==> config.mk <==
export PLATFORM = sky130hd
export DESIGN_NAME = product_accumulator
export DESIGN_NICKNAME = d
export VERILOG_FILES = /design/src/rtl/product_accumulator.sv
export SDC_FILE = /design/constraint.sdc
export NUM_CORES = 1
export LEC_CHECK = 0
export CAP_MARGIN = 20
export CORE_ASPECT_RATIO = 1.25
export CORE_MARGIN = 10
export CORE_UTILIZATION = 40
export DETAILED_ROUTE_END_ITERATION = 16
export MAX_ROUTING_LAYER = met4
export SETUP_SLACK_MARGIN = 0.5
export SLEW_MARGIN = 10
export SYNTH_ARGS = -nofsm -noshare
export SYNTH_HDL_FRONTEND = slang
export SYNTH_SLANG_ARGS = --single-unit
==> constraint.sdc <==
create_clock -name clk -period 5.7 [get_ports clk]
set_input_delay 1.14 -clock clk [delete_from_list [all_inputs] [get_ports clk]]
set_output_delay 1.14 -clock clk [all_outputs]
set_load 0.03 [all_outputs]
==> src/rtl/product_accumulator.sv <==
// Dot-product accumulator behind the unstallable quarter-square multiplier.
// Issue tokens ride a delay line alongside the multiplier so each product is summed when it lands on p.
module product_accumulator #(
   parameter int ACC_BITS = 24,
   parameter int LEN_BITS = 8,
   parameter int LATENCY  = 2
) (
   input  logic                clk,
   input  logic                rst,
   input  logic                issue_valid,
   input  logic                issue_sgnd,
   input  logic                issue_last,
   output logic                issue_ready,
   input  logic [15:0]         p,
   output logic [ACC_BITS-1:0] sum,
   output logic [LEN_BITS-1:0] sum_count,
   output logic                sum_overflow,
   output logic                sum_valid,
   input  logic                sum_ready
);

   // Stage 0 captures the issue edge; stage LATENCY is the one lined up with p.
   logic [LATENCY:0] v_pipe, s_pipe, l_pipe;
   logic             dv, ds, dl, done, last_in_flight;

   logic [ACC_BITS-1:0] acc, base, ext, new_acc;
   logic [ACC_BITS:0]   add_full;
   logic [LEN_BITS-1:0] cnt, new_cnt;
   logic                ovf, first, sgn_ovf, elem_ovf, new_ovf;

   assign dv   = v_pipe[LATENCY];
   assign ds   = s_pipe[LATENCY];
   assign dl   = l_pipe[LATENCY];
   assign done = dv & dl;

   // Blocking a new vector end until the previous one has landed keeps the
   // result register free whenever a completion reaches the tail.
   assign last_in_flight = |(v_pipe & l_pipe);
   assign issue_ready    = ~last_in_flight & (~sum_valid | sum_ready);

   assign ext      = ds ? {{(ACC_BITS-16){p[15]}}, p} : {{(ACC_BITS-16){1'b0}}, p};
   assign base     = first ? '0 : acc;
   assign add_full = {1'b0, base} + {1'b0, ext};
   assign new_acc  = add_full[ACC_BITS-1:0];
   assign sgn_ovf  = (base[ACC_BITS-1] == ext[ACC_BITS-1]) &
                     (new_acc[ACC_BITS-1] != base[ACC_BITS-1]);
   assign elem_ovf = ds ? sgn_ovf : add_full[ACC_BITS];
   assign new_ovf  = (~first & ovf) | elem_ovf;
   assign new_cnt  = first ? LEN_BITS'(1) : ((&cnt) ? cnt : cnt + LEN_BITS'(1));

   always_ff @(posedge clk or posedge rst) begin
      if (rst) begin
         v_pipe <= '0;
         s_pipe <= '0;
         l_pipe <= '0;
      end else begin
         v_pipe <= {v_pipe[LATENCY-1:0], issue_valid & issue_ready};
         s_pipe <= {s_pipe[LATENCY-1:0], issue_sgnd};
         l_pipe <= {l_pipe[LATENCY-1:0], issue_last};
      end
   end

   always_ff @(posedge clk or posedge rst) begin
      if (rst) begin
         acc   <= '0;
         cnt   <= '0;
         ovf   <= 1'b0;
         first <= 1'b1;
      end else if (dv) begin
         acc   <= new_acc;
         cnt   <= new_cnt;
         ovf   <= new_ovf;
         first <= dl;
      end
   end

   always_ff @(posedge clk or posedge rst) begin
      if (rst) begin
         sum          <= '0;
         sum_count    <= '0;
         sum_overflow <= 1'b0;
         sum_valid    <= 1'b0;
      end else if (done) begin
         sum          <= new_acc;
         sum_count    <= new_cnt;
         sum_overflow <= new_ovf;
         sum_valid    <= 1'b1;
      end else if (sum_ready) begin
         sum_valid    <= 1'b0;
      end
   end

endmodule

==> impl_metrics.json, run 1 <==
{
  "synthFlopType": "dfrtp_1",
  "drt_first_iter_violations": 164,
  "cp-end-kind": "output pin",
  "wirelength_um": 9327,
  "grt_pass1_wl_um": 16190,
  "yosysMostFrequentCell": "dfrtp_1",
  "cts_setup_buffers": 0,
  "power_density_nw_per_um2": 567.3,
  "antenna_cells": 0,
  "period_share_pct": 67.27,
  "period_needed_ps": 3835,
  "path_class": "input port to output pin",
  "coreArea_sq_um": 10560,
  "hp-class": "flop to flop",
  "post_cts_resize_count": 0,
  "drive_gt1_share_pct": 13.26,
  "synth_area_leader_cell": "dfrtp_1",
  "drv_slew": 0,
  "die_h_um": 136.0,
  "antenna_found_initial": 0,
  "port_buffers": 56,
  "worst_slack_ps": 1865,
  "drc": 0,
  "syn_inst": 417,
  "routabilityCongestion": 0.8562,
  "ir_drop_v": 0.0003089,
  "max_freq_mhz": 260.8,
  "initial_utilization_pct": 40.77,
  "yosys-top-cells-area": "dfrtp_1 44%, mux2_2 9.2%, ha_1 7.3%",
  "overflow": 0,
  "hold-path-endpoint": "s_pipe[1]",
  "power.share.clock_pct": 20.3,
  "worstPathArrival_ps": 2690,
  "vias": 3212,
  "internal_power_mw": 1.846,
  "grt_pass1_vias": 3317,
  "required_ps": 4560,
  "p_sw_mw": 1.170,
  "synth_edf_count": 0,
  "rsz0062_at_grt": "false",
  "cap_violations": 0,
  "finalHoldViolCount": 0,
  "rows": 42,
  "syn2layout_area_growth_pct": 23.45,
  "seq_area_frac_synth_pct": 44.77,
  "track_usage_pct": 13.12,
  "critPathMaxFanout": 2,
  "dp_hpwl_um": 6726,
  "synth_nets": 465,
  "drt-vias-per-instance": 5.292,
  "setup_tns_ps": 0,
  "grt_max_degree": 49,
  "finalSetupViolations": 0,
  "yosysWarnings": 0,
  "hp-start": "s_pipe[0]",
  "reg2reg_to": "sum[17]",
  "pre_cts_ws_ps": 1545,
  "slew_headroom_pct": 60.57,
  "power_frac_comb_pct": 49.4,
  "finalClockSkew_ps": 7.872,
  "fin_nets": 518,
  "clockRootBuffer": "clkbuf_16",
  "ys_seq_elements": 77,
  "drtAntennaViolNets": 0,
  "cts_tree": "done",
  "clock_path_buffers": 2,
  "ys_async_sr_fraction_pct": 100.0,
  "final_util_pct": 50.33,
  "htreeDepth": 3,
  "ys_types": 48,
  "dieWidth_um": 112.8,
  "worst_setup_hold_path_clk_slew_ps": 60,
  "r2r_cells": 10,
  "tightest_slew_ps": 591.5,
  "synth.top_cells.by_count": "76 x dfrtp_1, 35 x mux2_2, 35 x nand2_1",
  "critPathLaunch": "sum_ready",
  "clk-insertion-delay-late_ps": 340,
  "syn_area_sq_um": 4307,
  "p_sw_share_pct": 38.79,
  "dr.pass1.iters": 4,
  "dieArea_sq_um": 15340,
  "holdPathStages": 0,
  "synth_top_area_share_pct": 44.16,
  "wl_per_cell_um": 15.37,
  "run_status": "finished, final reports clean",
  "io_pins": 57,
  "start_kind": "input port",
  "r2r-start": "first",
  "seqPwrFrac_pct": 30.4,
  "fill_cells": 966,
  "clock-sinks": 77,
  "cts_hold_buf": 0,
  "avgSynthCellArea_sq_um": 10.33,
  "rrSetupSlack_ps": 2190,
  "numCtsBuffers": 9,
  "power_leakage_nw": 2.375
}
==> cell families (layout without fill, tap and decap cells) <==
logic type | count (synthesis) | count (layout) | share of synthesized area (%)
simple gates | 118 | 118 | 13.25
compound gates | 106 | 106 | 17.32
flops | 77 | 77 | 44.77
mux | 38 | 38 | 9.849
buf+inv | 30 | 88 | 2.615
fa+ha+maj | 26 | 26 | 7.728
xor+xnor | 22 | 22 | 4.474
==> how the worst max path moves through the flow <==
| stage | end | slack, ps |
|---|---|---|
| 2_1_floorplan | sum_overflow | 2320 |
| 3_3_place_gp | sum_overflow | 1600 |
| 3_5_place_dp | sum_overflow | 1550 |
| 4_1_cts | issue_ready | 1850 |
| 5_1_grt | sum_overflow | 1720 |
| 6_report | issue_ready | 1870 |
==> layout make-up <==
class,instances,area [sq um],area share [%]
multi-input combinational,310,2268,42.67
timing repair buffer,60,590.6,11.11
inverter,12,46.29,0.8708
sequential,77,1928,36.27
clock inverter,5,75.07,1.412
clock buffer,11,242.7,4.566
tap,132,165.2,3.107
==> worst max-delay path: stages <==
cell             delay [ps]
clkdlybuf4s50_1         450
o21ai_0                 100
a221oi_1                270
clkdlybuf4s50_1         730
==> placed cells by master (no fill, tap or decap), drive strengths merged, types with 7 or more instances in the layout <==
master	instances
xnor2	15
and3	10
a21o	11
inv	10
mux2	35
dfrtp	76
xor2	7
a21oi	23
nor2	30
ha	25
clkbuf	11
nor2b	23
nand2	35
o31ai	8
nand3	7
clkdlybuf4s50	56
o21ai	21
==> power by group through the flow <==
stage | clock, mW | combinational [mW] | sequential (mW)
after floorplan | 0 | 0.868 | 1.10
after global placement | 0 | 1.48 | 0.919
after detailed placement | 0 | 1.50 | 0.928
after CTS | 0.625 | 1.51 | 0.920
after global routing | 0.650 | 1.65 | 0.953
final | 0.611 | 1.49 | 0.916
==> sequential cells by signal, summed over array words and instances (netlist names) <==
register      flops
s_pipe            3
sum              24
sum_overflow      1
l_pipe            3
sum_valid         1
v_pipe            3
first             1
ovf               1
sum_count         8
cnt               8
acc              24
==> through the flow <==
stage	hold slack (ps)	power (mW)	std cells	area, sq um
finish	346.6	3.016	607	5316
global route	354.7	3.249	607	5316
CTS	347.4	3.054	607	5316
detailed placement	334.7	2.427	591	4999
global placement	332.1	2.398	591	4999
floorplan	331.2	1.966	417	4307
==> routing by layer <==
metal  share of wire, %  vias to the layer above  track usage [%]  wire length [um]
met2                 49                       57            21.31              4555
met3                4.4                       13            3.571               410
met1                 46                     1540            15.23              4250
met4                1.2                        0            4.732               110
met5                  0                        -                -                 0
li1                   -                     1602                -                 -
(Power assumes the default switching activity.)
==> run 2: changes to the inputs <==
==> constraint.sdc (replaced) <==
create_clock -name clk -period 3.1 [get_ports clk]
set_input_delay 0.62 -clock clk [delete_from_list [all_inputs] [get_ports clk]]
set_output_delay 0.62 -clock clk [all_outputs]
set_load 0.03 [all_outputs]
==> impl_metrics.json, run 2 (same netlist as run 1, synthesis figures left out) <==
{
  "start_kind": "flop",
  "clk-insertion-delay-late_ps": 330,
  "cts_tree": "done",
  "period_needed_ps": 2889,
  "track_usage_pct": 14.11,
  "holdPathStages": 0,
  "die_h_um": 136.0,
  "clock_path_buffers": 2,
  "finalSetupViolations": 0,
  "htreeDepth": 3,
  "path_class": "flop to flop",
  "p_sw_share_pct": 38.74,
  "port_buffers": 56,
  "cts_hold_buf": 0,
  "antenna_cells": 0,
  "p_sw_mw": 2.442,
  "r2r_cells": 9,
  "finalHoldViolCount": 0,
  "io_pins": 57,
  "coreArea_sq_um": 10560,
  "dp_hpwl_um": 7259,
  "cap_violations": 0,
  "grt_max_degree": 78,
  "syn2layout_area_growth_pct": 40.53,
  "rows": 42,
  "grt_pass1_vias": 3616,
  "slew_headroom_pct": 63.12,
  "worstPathArrival_ps": 3100,
  "overflow": 0,
  "power.share.clock_pct": 16.5,
  "cp-endpoint": "acc[15]",
  "run_status": "finished, final reports clean",
  "critPathLaunch": "first",
  "wl_per_cell_um": 15.80,
  "power_density_nw_per_um2": 1041,
  "wirelength_um": 10410,
  "hold_slack_ps": 347.8,
  "rrSetupSlack_ps": 210,
  "hp-class": "flop to flop",
  "clock-sinks": 77,
  "dr.pass1.iters": 5,
  "final_cell_mix": "76 x dfrtp_1, 53 x clkdlybuf4s50_1, 46 x buf_4, 32 x nand2_1, 32 x mux2_2",
  "ir_drop_v": 0.0004658,
  "tightest_slew_ps": 553.2,
  "fin_nets": 570,
  "power_frac_comb_pct": 56.9,
  "dieArea_sq_um": 15340,
  "cp-end-kind": "flop",
  "antenna_found_initial": 0,
  "routabilityCongestion": 0.8655,
  "required_ps": 3310,
  "drive_gt1_share_pct": 29.60,
  "largestRegisters": "acc (24), sum (24)",
  "drt-vias-per-instance": 5.223,
  "final_common_cell": "dfrtp_1",
  "period_share_pct": 93.19,
  "drc": 0,
  "dieWidth_um": 112.8,
  "clockRootBuffer": "clkbuf_16",
  "drtAntennaViolNets": 0,
  "grt_pass1_wl_um": 17520,
  "vias": 3442,
  "rsz0062_at_grt": "true",
  "finalClockSkew_ps": 5.467,
  "reg2reg_to": "acc[15]",
  "internal_power_mw": 3.861,
  "initial_utilization_pct": 40.77,
  "drv_slew": 0,
  "power_leakage_nw": 2.748,
  "seqPwrFrac_pct": 26.6,
  "critPathMaxFanout": 7,
  "max_freq_mhz": 346.1,
  "numCtsBuffers": 9,
  "power_mw": 6.303,
  "r2r-start": "first",
  "worst_setup_hold_path_clk_slew_ps": 60,
  "drt_first_iter_violations": 114
}
## run 2: worst max-delay path, cell delays in order (launching register included)
cell and delay (ps):
dfstp_2 660, nor2b_1 120, ha_1 290, a21o_1 200
a211o_1 330, a221o_1 390, a31o_1 230, buf_4 140
xor2_1 150, mux2_2 260
## run 2: repair_timing
item,4_1_cts,5_1_grt
buffers inserted,9,8
pin swaps,25,19
gates resized for setup,21,40
endpoints found under the setup margin,36,38
hold endpoints to repair,0,0
## run 2: how the worst min path moves through the flow
stage,slack (ps),to,start
floorplan,330,s_pipe[1],s_pipe[0]
global placement,330,s_pipe[2],s_pipe[1]
detailed placement,340,s_pipe[1],s_pipe[0]
CTS,350,s_pipe[1],s_pipe[0]
global route,370,s_pipe[1],s_pipe[0]
finish,350,s_pipe[1],s_pipe[0]
## run 2: metal layers
| layer | global-route usage (%) | up-vias | share of wire (%) |
|---|---|---|---|
| met2 | 22.72 | 62 | 50 |
| met4 | 4.802 | 0 | 1.9 |
| met5 | - | - | 0 |
| li1 | - | 1703 | - |
| met1 | 16.84 | 1660 | 45 |
| met3 | 3.571 | 17 | 3.7 |
## run 2: power by group through the flow
stage,clock network [mW],logic [mW],registers [mW]
finish,1.04,3.59,1.68
global route,1.11,3.90,1.74
CTS,1.07,3.28,1.68
detailed placement,0,3.10,1.69
global placement,0,3.06,1.67
floorplan,0,1.68,2.02
## run 2: cell type report
cell class                 instances  area [sq um]
inverter                          12         45.04
sequential                        77          1928
clock buffer                      12         246.5
fill                             910          4511
clock inverter                     4         47.55
tap                              132         165.2
multi-input combinational        310          2586
timing repair buffer             112          1033
## run 2: metrics by stage
| step | cells | TNS, ps | instance area [sq um] | util [%] | setup slack, ps |
|---|---|---|---|---|---|
| 3_5_place_dp | 626 | -2305 | 5324 | 50.40 | -206.1 |
| 6_report | 659 | 0 | 6052 | 57.30 | 211.0 |
| 2_1_floorplan | 417 | 0 | 4390 | - | 257.7 |
| 5_1_grt | 659 | 0 | 6052 | 57.30 | 90.38 |
| 3_3_place_gp | 626 | -1452 | 5324 | 50.40 | -141.4 |
| 4_1_cts | 651 | 0 | 5771 | 54.63 | 246.3 |
